### src/rtl/snake_kb_pkg.sv
// Shared constants for the keyboard direction arbiter: direction encoding,
// set-2 scan codes, prefix-parser states and the reversal test.
package snake_kb_pkg;

   localparam logic [4:0] DIR_UP    = 5'b00010;
   localparam logic [4:0] DIR_LEFT  = 5'b00100;
   localparam logic [4:0] DIR_DOWN  = 5'b01000;
   localparam logic [4:0] DIR_RIGHT = 5'b10000;

   localparam logic [7:0] SC_EXT   = 8'hE0;
   localparam logic [7:0] SC_BRK   = 8'hF0;
   localparam logic [7:0] SC_ENTER = 8'h5A;
   localparam logic [7:0] SC_W     = 8'h1D;
   localparam logic [7:0] SC_A     = 8'h1C;
   localparam logic [7:0] SC_S     = 8'h1B;
   localparam logic [7:0] SC_D     = 8'h23;
   localparam logic [7:0] SC_UP    = 8'h75;
   localparam logic [7:0] SC_LEFT  = 8'h6B;
   localparam logic [7:0] SC_DOWN  = 8'h72;
   localparam logic [7:0] SC_RIGHT = 8'h74;

   typedef enum logic [1:0] {
      ST_IDLE,
      ST_EXT,
      ST_BRK,
      ST_EXT_BRK
   } kb_state_t;

   function automatic logic is_reverse(input logic [4:0] a, input logic [4:0] b);
      return (a == DIR_UP    && b == DIR_DOWN)  ||
             (a == DIR_DOWN  && b == DIR_UP)    ||
             (a == DIR_LEFT  && b == DIR_RIGHT) ||
             (a == DIR_RIGHT && b == DIR_LEFT);
   endfunction

endpackage

### src/rtl/dir_queue.sv
// Small per-player direction FIFO (DEPTH 1..4). Entry 0 is the head; a pop
// shifts the array down, and a same-cycle push lands after the shifted entries.
module dir_queue #(
   parameter int DEPTH = 2
) (
   input  logic       clk,
   input  logic       rst_n,
   input  logic       flush,
   input  logic       push,
   input  logic       pop,
   input  logic [4:0] din,
   output logic [4:0] head,
   output logic [4:0] tail,
   output logic       full,
   output logic       empty
);

   logic [4:0] mem [4];
   logic [2:0] cnt;
   logic [1:0] widx;

   // Callers only pop when non-empty and only push to a full queue while popping.
   always_comb widx = pop ? 2'(cnt - 3'd1) : cnt[1:0];

   always_ff @(posedge clk) begin
      if (!rst_n || flush) begin
         cnt <= 3'd0;
      end else begin
         cnt <= cnt + 3'(push) - 3'(pop);
      end
   end

   always_ff @(posedge clk) begin
      if (pop) begin
         for (int i = 0; i < 3; i++) mem[i] <= mem[i+1];
      end
      if (push) mem[widx] <= din;
   end

   assign head  = mem[0];
   assign tail  = mem[2'(cnt - 3'd1)];
   assign full  = (cnt == 3'(DEPTH));
   assign empty = (cnt == 3'd0);

endmodule

### src/rtl/kb_dir_arbiter.sv
// PS/2 scan-byte parser and two-player direction arbiter: decodes make codes into
// per-player requests, queues them and commits one per player on each game tick.
module kb_dir_arbiter
   import snake_kb_pkg::*;
#(
   parameter int QDEPTH  = 2,
   parameter int TMO_CYC = 2_000_000
) (
   input  logic       clk,
   input  logic       rst_n,
   input  logic       byte_valid,
   input  logic [7:0] byte_data,
   input  logic       frame_err,
   input  logic       tick,
   output logic [4:0] dir_p1,
   output logic [4:0] dir_p2,
   output logic       game_rst,
   output logic       q_ovf
);

   localparam int CW = $clog2(TMO_CYC + 1);

   // All inputs are single-cycle strobes with no back-pressure: byte_valid,
   // frame_err and tick are each acted on in exactly the cycle they are high.
   kb_state_t     state, state_nxt;
   logic [CW-1:0] tmo_cnt, tmo_cnt_nxt;
   logic          mk_v, mk_ext;

   always_ff @(posedge clk) begin
      if (!rst_n) begin
         state   <= ST_IDLE;
         tmo_cnt <= '0;
      end else begin
         state   <= state_nxt;
         tmo_cnt <= tmo_cnt_nxt;
      end
   end

   always_comb begin
      state_nxt   = state;
      tmo_cnt_nxt = tmo_cnt;
      mk_v        = 1'b0;
      mk_ext      = 1'b0;
      if (frame_err || game_rst) begin
         state_nxt   = ST_IDLE;
         tmo_cnt_nxt = '0;
      end else if (byte_valid) begin
         tmo_cnt_nxt = '0;
         state_nxt   = ST_IDLE;
         case (state)
            ST_IDLE: begin
               if (byte_data == SC_EXT)      state_nxt = ST_EXT;
               else if (byte_data == SC_BRK) state_nxt = ST_BRK;
               else                          mk_v      = 1'b1;
            end
            ST_EXT: begin
               if (byte_data == SC_BRK) begin
                  state_nxt = ST_EXT_BRK;
               end else begin
                  mk_v   = 1'b1;
                  mk_ext = 1'b1;
               end
            end
            default: ;
         endcase
      end else if (state != ST_IDLE) begin
         if (tmo_cnt == CW'(TMO_CYC - 1)) begin
            state_nxt   = ST_IDLE;
            tmo_cnt_nxt = '0;
         end else begin
            tmo_cnt_nxt = tmo_cnt + CW'(1);
         end
      end else begin
         tmo_cnt_nxt = '0;
      end
   end

   logic       d1_v, d2_v, d_rst;
   logic [4:0] d1_dir, d2_dir;

   always_comb begin
      d1_v   = 1'b0;
      d2_v   = 1'b0;
      d_rst  = 1'b0;
      d1_dir = DIR_UP;
      d2_dir = DIR_UP;
      if (mk_v && !mk_ext) begin
         case (byte_data)
            SC_W:     begin d1_v = 1'b1; d1_dir = DIR_UP;    end
            SC_A:     begin d1_v = 1'b1; d1_dir = DIR_LEFT;  end
            SC_S:     begin d1_v = 1'b1; d1_dir = DIR_DOWN;  end
            SC_D:     begin d1_v = 1'b1; d1_dir = DIR_RIGHT; end
            SC_ENTER: d_rst = 1'b1;
            default: ;
         endcase
      end else if (mk_v) begin
         case (byte_data)
            SC_UP:    begin d2_v = 1'b1; d2_dir = DIR_UP;    end
            SC_LEFT:  begin d2_v = 1'b1; d2_dir = DIR_LEFT;  end
            SC_DOWN:  begin d2_v = 1'b1; d2_dir = DIR_DOWN;  end
            SC_RIGHT: begin d2_v = 1'b1; d2_dir = DIR_RIGHT; end
            default: ;
         endcase
      end
   end

   logic       req1_v, req2_v;
   logic [4:0] req1_dir, req2_dir;
   logic [4:0] q1_head, q1_tail, q2_head, q2_tail;
   logic       q1_full, q1_empty, q2_full, q2_empty;
   logic       pop1, pop2, new1, new2, push1, push2, drop1, drop2;

   // Duplicate suppression compares against what the player will end up heading toward.
   always_comb begin
      pop1  = tick && !game_rst && !q1_empty;
      pop2  = tick && !game_rst && !q2_empty;
      new1  = req1_v && !game_rst && (req1_dir != (q1_empty ? dir_p1 : q1_tail));
      new2  = req2_v && !game_rst && (req2_dir != (q2_empty ? dir_p2 : q2_tail));
      push1 = new1 && (!q1_full || pop1);
      push2 = new2 && (!q2_full || pop2);
      drop1 = new1 && q1_full && !pop1;
      drop2 = new2 && q2_full && !pop2;
   end

   dir_queue #(.DEPTH(QDEPTH)) u_q1 (
      .clk(clk), .rst_n(rst_n), .flush(game_rst), .push(push1), .pop(pop1),
      .din(req1_dir), .head(q1_head), .tail(q1_tail), .full(q1_full), .empty(q1_empty)
   );

   dir_queue #(.DEPTH(QDEPTH)) u_q2 (
      .clk(clk), .rst_n(rst_n), .flush(game_rst), .push(push2), .pop(pop2),
      .din(req2_dir), .head(q2_head), .tail(q2_tail), .full(q2_full), .empty(q2_empty)
   );

   always_ff @(posedge clk) begin
      if (!rst_n) begin
         req1_v   <= 1'b0;
         req2_v   <= 1'b0;
         req1_dir <= DIR_UP;
         req2_dir <= DIR_UP;
         game_rst <= 1'b0;
         dir_p1   <= DIR_RIGHT;
         dir_p2   <= DIR_LEFT;
         q_ovf    <= 1'b0;
      end else begin
         req1_v   <= d1_v;
         req2_v   <= d2_v;
         req1_dir <= d1_dir;
         req2_dir <= d2_dir;
         game_rst <= d_rst;
         if (game_rst) begin
            dir_p1 <= DIR_RIGHT;
            dir_p2 <= DIR_LEFT;
            q_ovf  <= 1'b0;
         end else begin
            if (pop1 && !is_reverse(q1_head, dir_p1)) dir_p1 <= q1_head;
            if (pop2 && !is_reverse(q2_head, dir_p2)) dir_p2 <= q2_head;
            if (drop1 || drop2) q_ovf <= 1'b1;
         end
      end
   end

endmodule

### config.mk
export PLATFORM = sky130hd
export DESIGN_NAME = kb_dir_arbiter
export DESIGN_NICKNAME = d
export VERILOG_FILES = /design/src/rtl/snake_kb_pkg.sv /design/src/rtl/dir_queue.sv /design/src/rtl/kb_dir_arbiter.sv
export SDC_FILE = /design/constraint.sdc
export NUM_CORES = 1
export LEC_CHECK = 0
export ABC_CLOCK_PERIOD_IN_PS = 3700
export CAP_MARGIN = 0
export CELL_PAD_IN_SITES_DETAIL_PLACEMENT = 0
export CELL_PAD_IN_SITES_GLOBAL_PLACEMENT = 1
export CORE_AREA = 2 2 112 114
export DETAILED_ROUTE_END_ITERATION = 8
export DIE_AREA = 0 0 114 116
export PLACE_DENSITY = 0.57
export SKIP_LAST_GASP = 1
export SYNTH_ARGS = -nofsm -noshare
export SYNTH_HDL_FRONTEND = slang
export SYNTH_SLANG_ARGS = --single-unit
### constraint.sdc
create_clock -name clk -period 3.7 [get_ports clk]
set_input_delay 1.11 -clock clk [delete_from_list [all_inputs] [get_ports clk]]
set_output_delay 1.11 -clock clk [all_outputs]
set_load 0.05 [all_outputs]
==> flow_metrics.py <==
metrics = {
    "sta": {
        "setup_violations": 0,
        "hold_viol_final": 0,
        "fin_tns_setup_ns": 0,
        "worst_slew_pin_slew_ns": 0.723,
        "relSlewSlack_pct": 51.4,
        "finalMaxSlewViolations": 0,
        "fin_crit_sh_pct": 85.3,
        "period_needed_ns": 3.15,
        "rsz0062_at_grt": "false",
        "worst_clock_skew_ns": 0.00440,
        "fmax_mhz": 317,
    },
    "clock_tree": {
        "cts_sinks": 81,
        "cts_resized": 0,
        "clk_latency_ns": 0.34,
        "post_cts_buffers": 0,
        "htree_num_levels": 3,
        "hold_buffers": 0,
        "clk_pin_slew_ns": 0.06,
        "cts_tree": "built",
        "clk_path_buf_depth": 2,
        "numCtsBuffers": 9,
        "cts_root_buffer": "clkbuf_16",
    },
    "drt": {
        "antenna_left": 0,
        "routed_via_density": 5.03,
        "vias": 2776,
        "dr.pass1.iters": 4,
        "avgRoutedWirePerCell_um": 15.2,
        "drtIter0Drc": 205,
        "drc_errors": 0,
        "wl_um": 8410,
    },
    "grt": {
        "grt_pass1_vias": 2722,
        "track_usage_pct": 13.8,
        "antenna_found_initial": 0,
        "grt_max_degree": 22,
        "grt-ovfl-total": 0,
        "grt_pass1_wl_um": 13900,
    },
    "yosys": {
        "avgSynthCellArea_um2": 11.1,
        "synth-async-reset-ratio_pct": 0,
        "synth_top_area_cell": "dfxtp_1",
        "synth.top_cell.area_share_pct": 23.8,
        "yosysSeqAreaShare_pct": 47.1,
        "ys_ff_latch": 81,
        "yosysUniqueCellTypes": 48,
        "yosysWarnings": 0,
        "synth_area_mm2": 0.00412,
        "synthCells": 370,
        "synth_edf_count": 32,
        "synthTopCellsByArea": "dfxtp_1 (24%), edfxtp_1 (23%), xor2_1 (4.9%)",
        "ys.flop_type": "dfxtp_1",
        "yosys.cell_count.top_type": "dfxtp_1",
        "netlist_top_cells_count": "dfxtp_1 (49), nor2_1 (45), edfxtp_1 (32)",
    },
    "power": {
        "p_per_area_mw_per_mm2": 662,
        "peakVddDrop_uv": 231,
        "p_leak_nw": 1.73,
    },
    "worst_setup_path": {
        "setup.worst_path.start_class": "register",
        "crit_fanout": 5,
        "end_kind": "register",
        "arrival_ns": 3.37,
        "crit_required_ns": 3.92,
        "rr_startpoint": "u_q1.cnt[0]$_SDFF_PP0_",
        "critical_path.startpoint": "u_q1.cnt[0]$_SDFF_PP0_",
        "critPathKind": "register to register",
    },
    "die": {
        "start_util_pct": 34.6,
        "fp.coreArea_mm2": 0.0119,
        "rows": 40,
        "pin_count": 25,
        "die_area_mm2": 0.0132,
        "die_x_um": 114,
        "dieHeight_um": 116,
    },
    "final_layout": {
        "fillers": 1154,
        "area_growth_pct": 16.1,
        "diodes": 0,
        "drive_gt1_share_pct": 16.0,
        "design_area_mm2": 0.00479,
        "final_nets": 424,
    },
    "place": {
        "dpl_cell_area_mm2": 0.00451,
        "dp_hpwl_um": 6380,
        "port_buffers": 22,
        "gp_congestion": 0.756,
    },
    "min_path": {
        "hold_class": "register to register",
        "worstHoldStart": "tmo_cnt[0]$_SDFF_PP0_",
    },
    "run_status": {
        "status": "complete, no violations",
    },
    "flow_run": {
        "drv_cap": 0,
    },
}
[metrics by stage]
| stage | util (%) | instances | total power [mW] | hold WS, ns | worst slack (ns) |
|---|---|---|---|---|---|
| 2_1_floorplan | - | 371 | 2.11 | 0.413 | 0.850 |
| 3_3_place_gp | 37.8 | 536 | 2.34 | 0.422 | 0.241 |
| 3_5_place_dp | 37.8 | 536 | 2.35 | 0.442 | 0.204 |
| 4_1_cts | 40.2 | 552 | 3.21 | 0.451 | 0.501 |
| 5_1_grt | 40.2 | 552 | 3.36 | 0.492 | 0.222 |
| 6_report | 40.2 | 552 | 3.17 | 0.460 | 0.545 |
[power by group]
part | internal, mW | switching [mW]
Clock | 0.487 | 0.356
Combinational | 0.501 | 0.599
Sequential | 1.08 | 0.141
Total | 2.07 | 1.10
[sequential cells by signal, summed over array words and instances, names as in the netlist, 2 cells and up]
name	flops
tmo_cnt	21
u_q1.mem	16
u_q2.mem	16
dir_p1	4
dir_p2	4
req1_dir	4
req2_dir	4
u_q1.cnt	3
u_q2.cnt	3
state	2
[per-layer routing]
| layer | vias to the layer above | track usage (%) | wire length [um] | share of wire, % |
|---|---|---|---|---|
| li1 | 1400 | - | - | - |
| met1 | 1318 | 19.0 | 4440 | 53 |
| met2 | 43 | 20.4 | 3490 | 42 |
| met3 | 15 | 3.40 | 301 | 3.6 |
| met4 | 0 | 6.75 | 178 | 2.1 |
| met5 | - | 0 | 0 | 0 |
[worst paths after layout]
check	end	slack, ns	cells past startpoint
setup / recovery	u_q1.cnt[2]$_SDFF_PP0_	0.55	11
hold / removal	tmo_cnt[0]$_SDFF_PP0_	0.46	1
setup reg to reg	u_q1.cnt[2]$_SDFF_PP0_	0.55	11
hold reg to reg	tmo_cnt[0]$_SDFF_PP0_	0.46	1
[layout make-up]
cell class              instances  area, um2  share of cell area (%)
multi-input cells             266       2060                    43.0
clock buffers                  11        253                    5.28
well taps                     147        184                    3.84
inverters                      13       48.8                    1.02
clock inverters                 5       28.8                   0.601
repair buffers                 29        273                    5.70
flip-flops and latches         81       1940                    40.6
[cell families (layout without fill, tap and decap cells)]
family / Yosys count / count (layout) / share of synthesized area (%)
simple gates: 151 / 151 / 19.9
flops: 81 / 81 / 47.1
mux: 45 / 45 / 14.8
xor+xnor: 31 / 31 / 6.58
compound gates: 26 / 26 / 4.76
buf+inv: 24 / 58 / 3.09
fa+ha+maj: 11 / 11 / 3.70
other cells: 1 / 2 / 0.0909
[layout by cell type (no fill, tap or decap), types with 13 or more instances in the layout]
cell,netlist,routed
nand3_1,15,15
clkdlybuf4s50_1,0,22
nor2_1,45,45
mux2_2,16,16
nand2_1,20,20
edfxtp_1,32,32
inv_1,13,13
dfxtp_1,49,49
mux2i_1,13,13
xor2_1,23,23
[critical path: stages, from the launching register on]
cell	delay (ns)
dfxtp_1	0.50
inv_1	0.14
ha_1	0.42
mux4_2	0.33
mux2i_1	0.18
xor2_1	0.26
a41oi_2	0.19
ha_1	0.26
fa_1	0.38
xnor2_1	0.19
xnor2_1	0.14
nor2_1	0.05
Power figures use the tool's default switching activity.
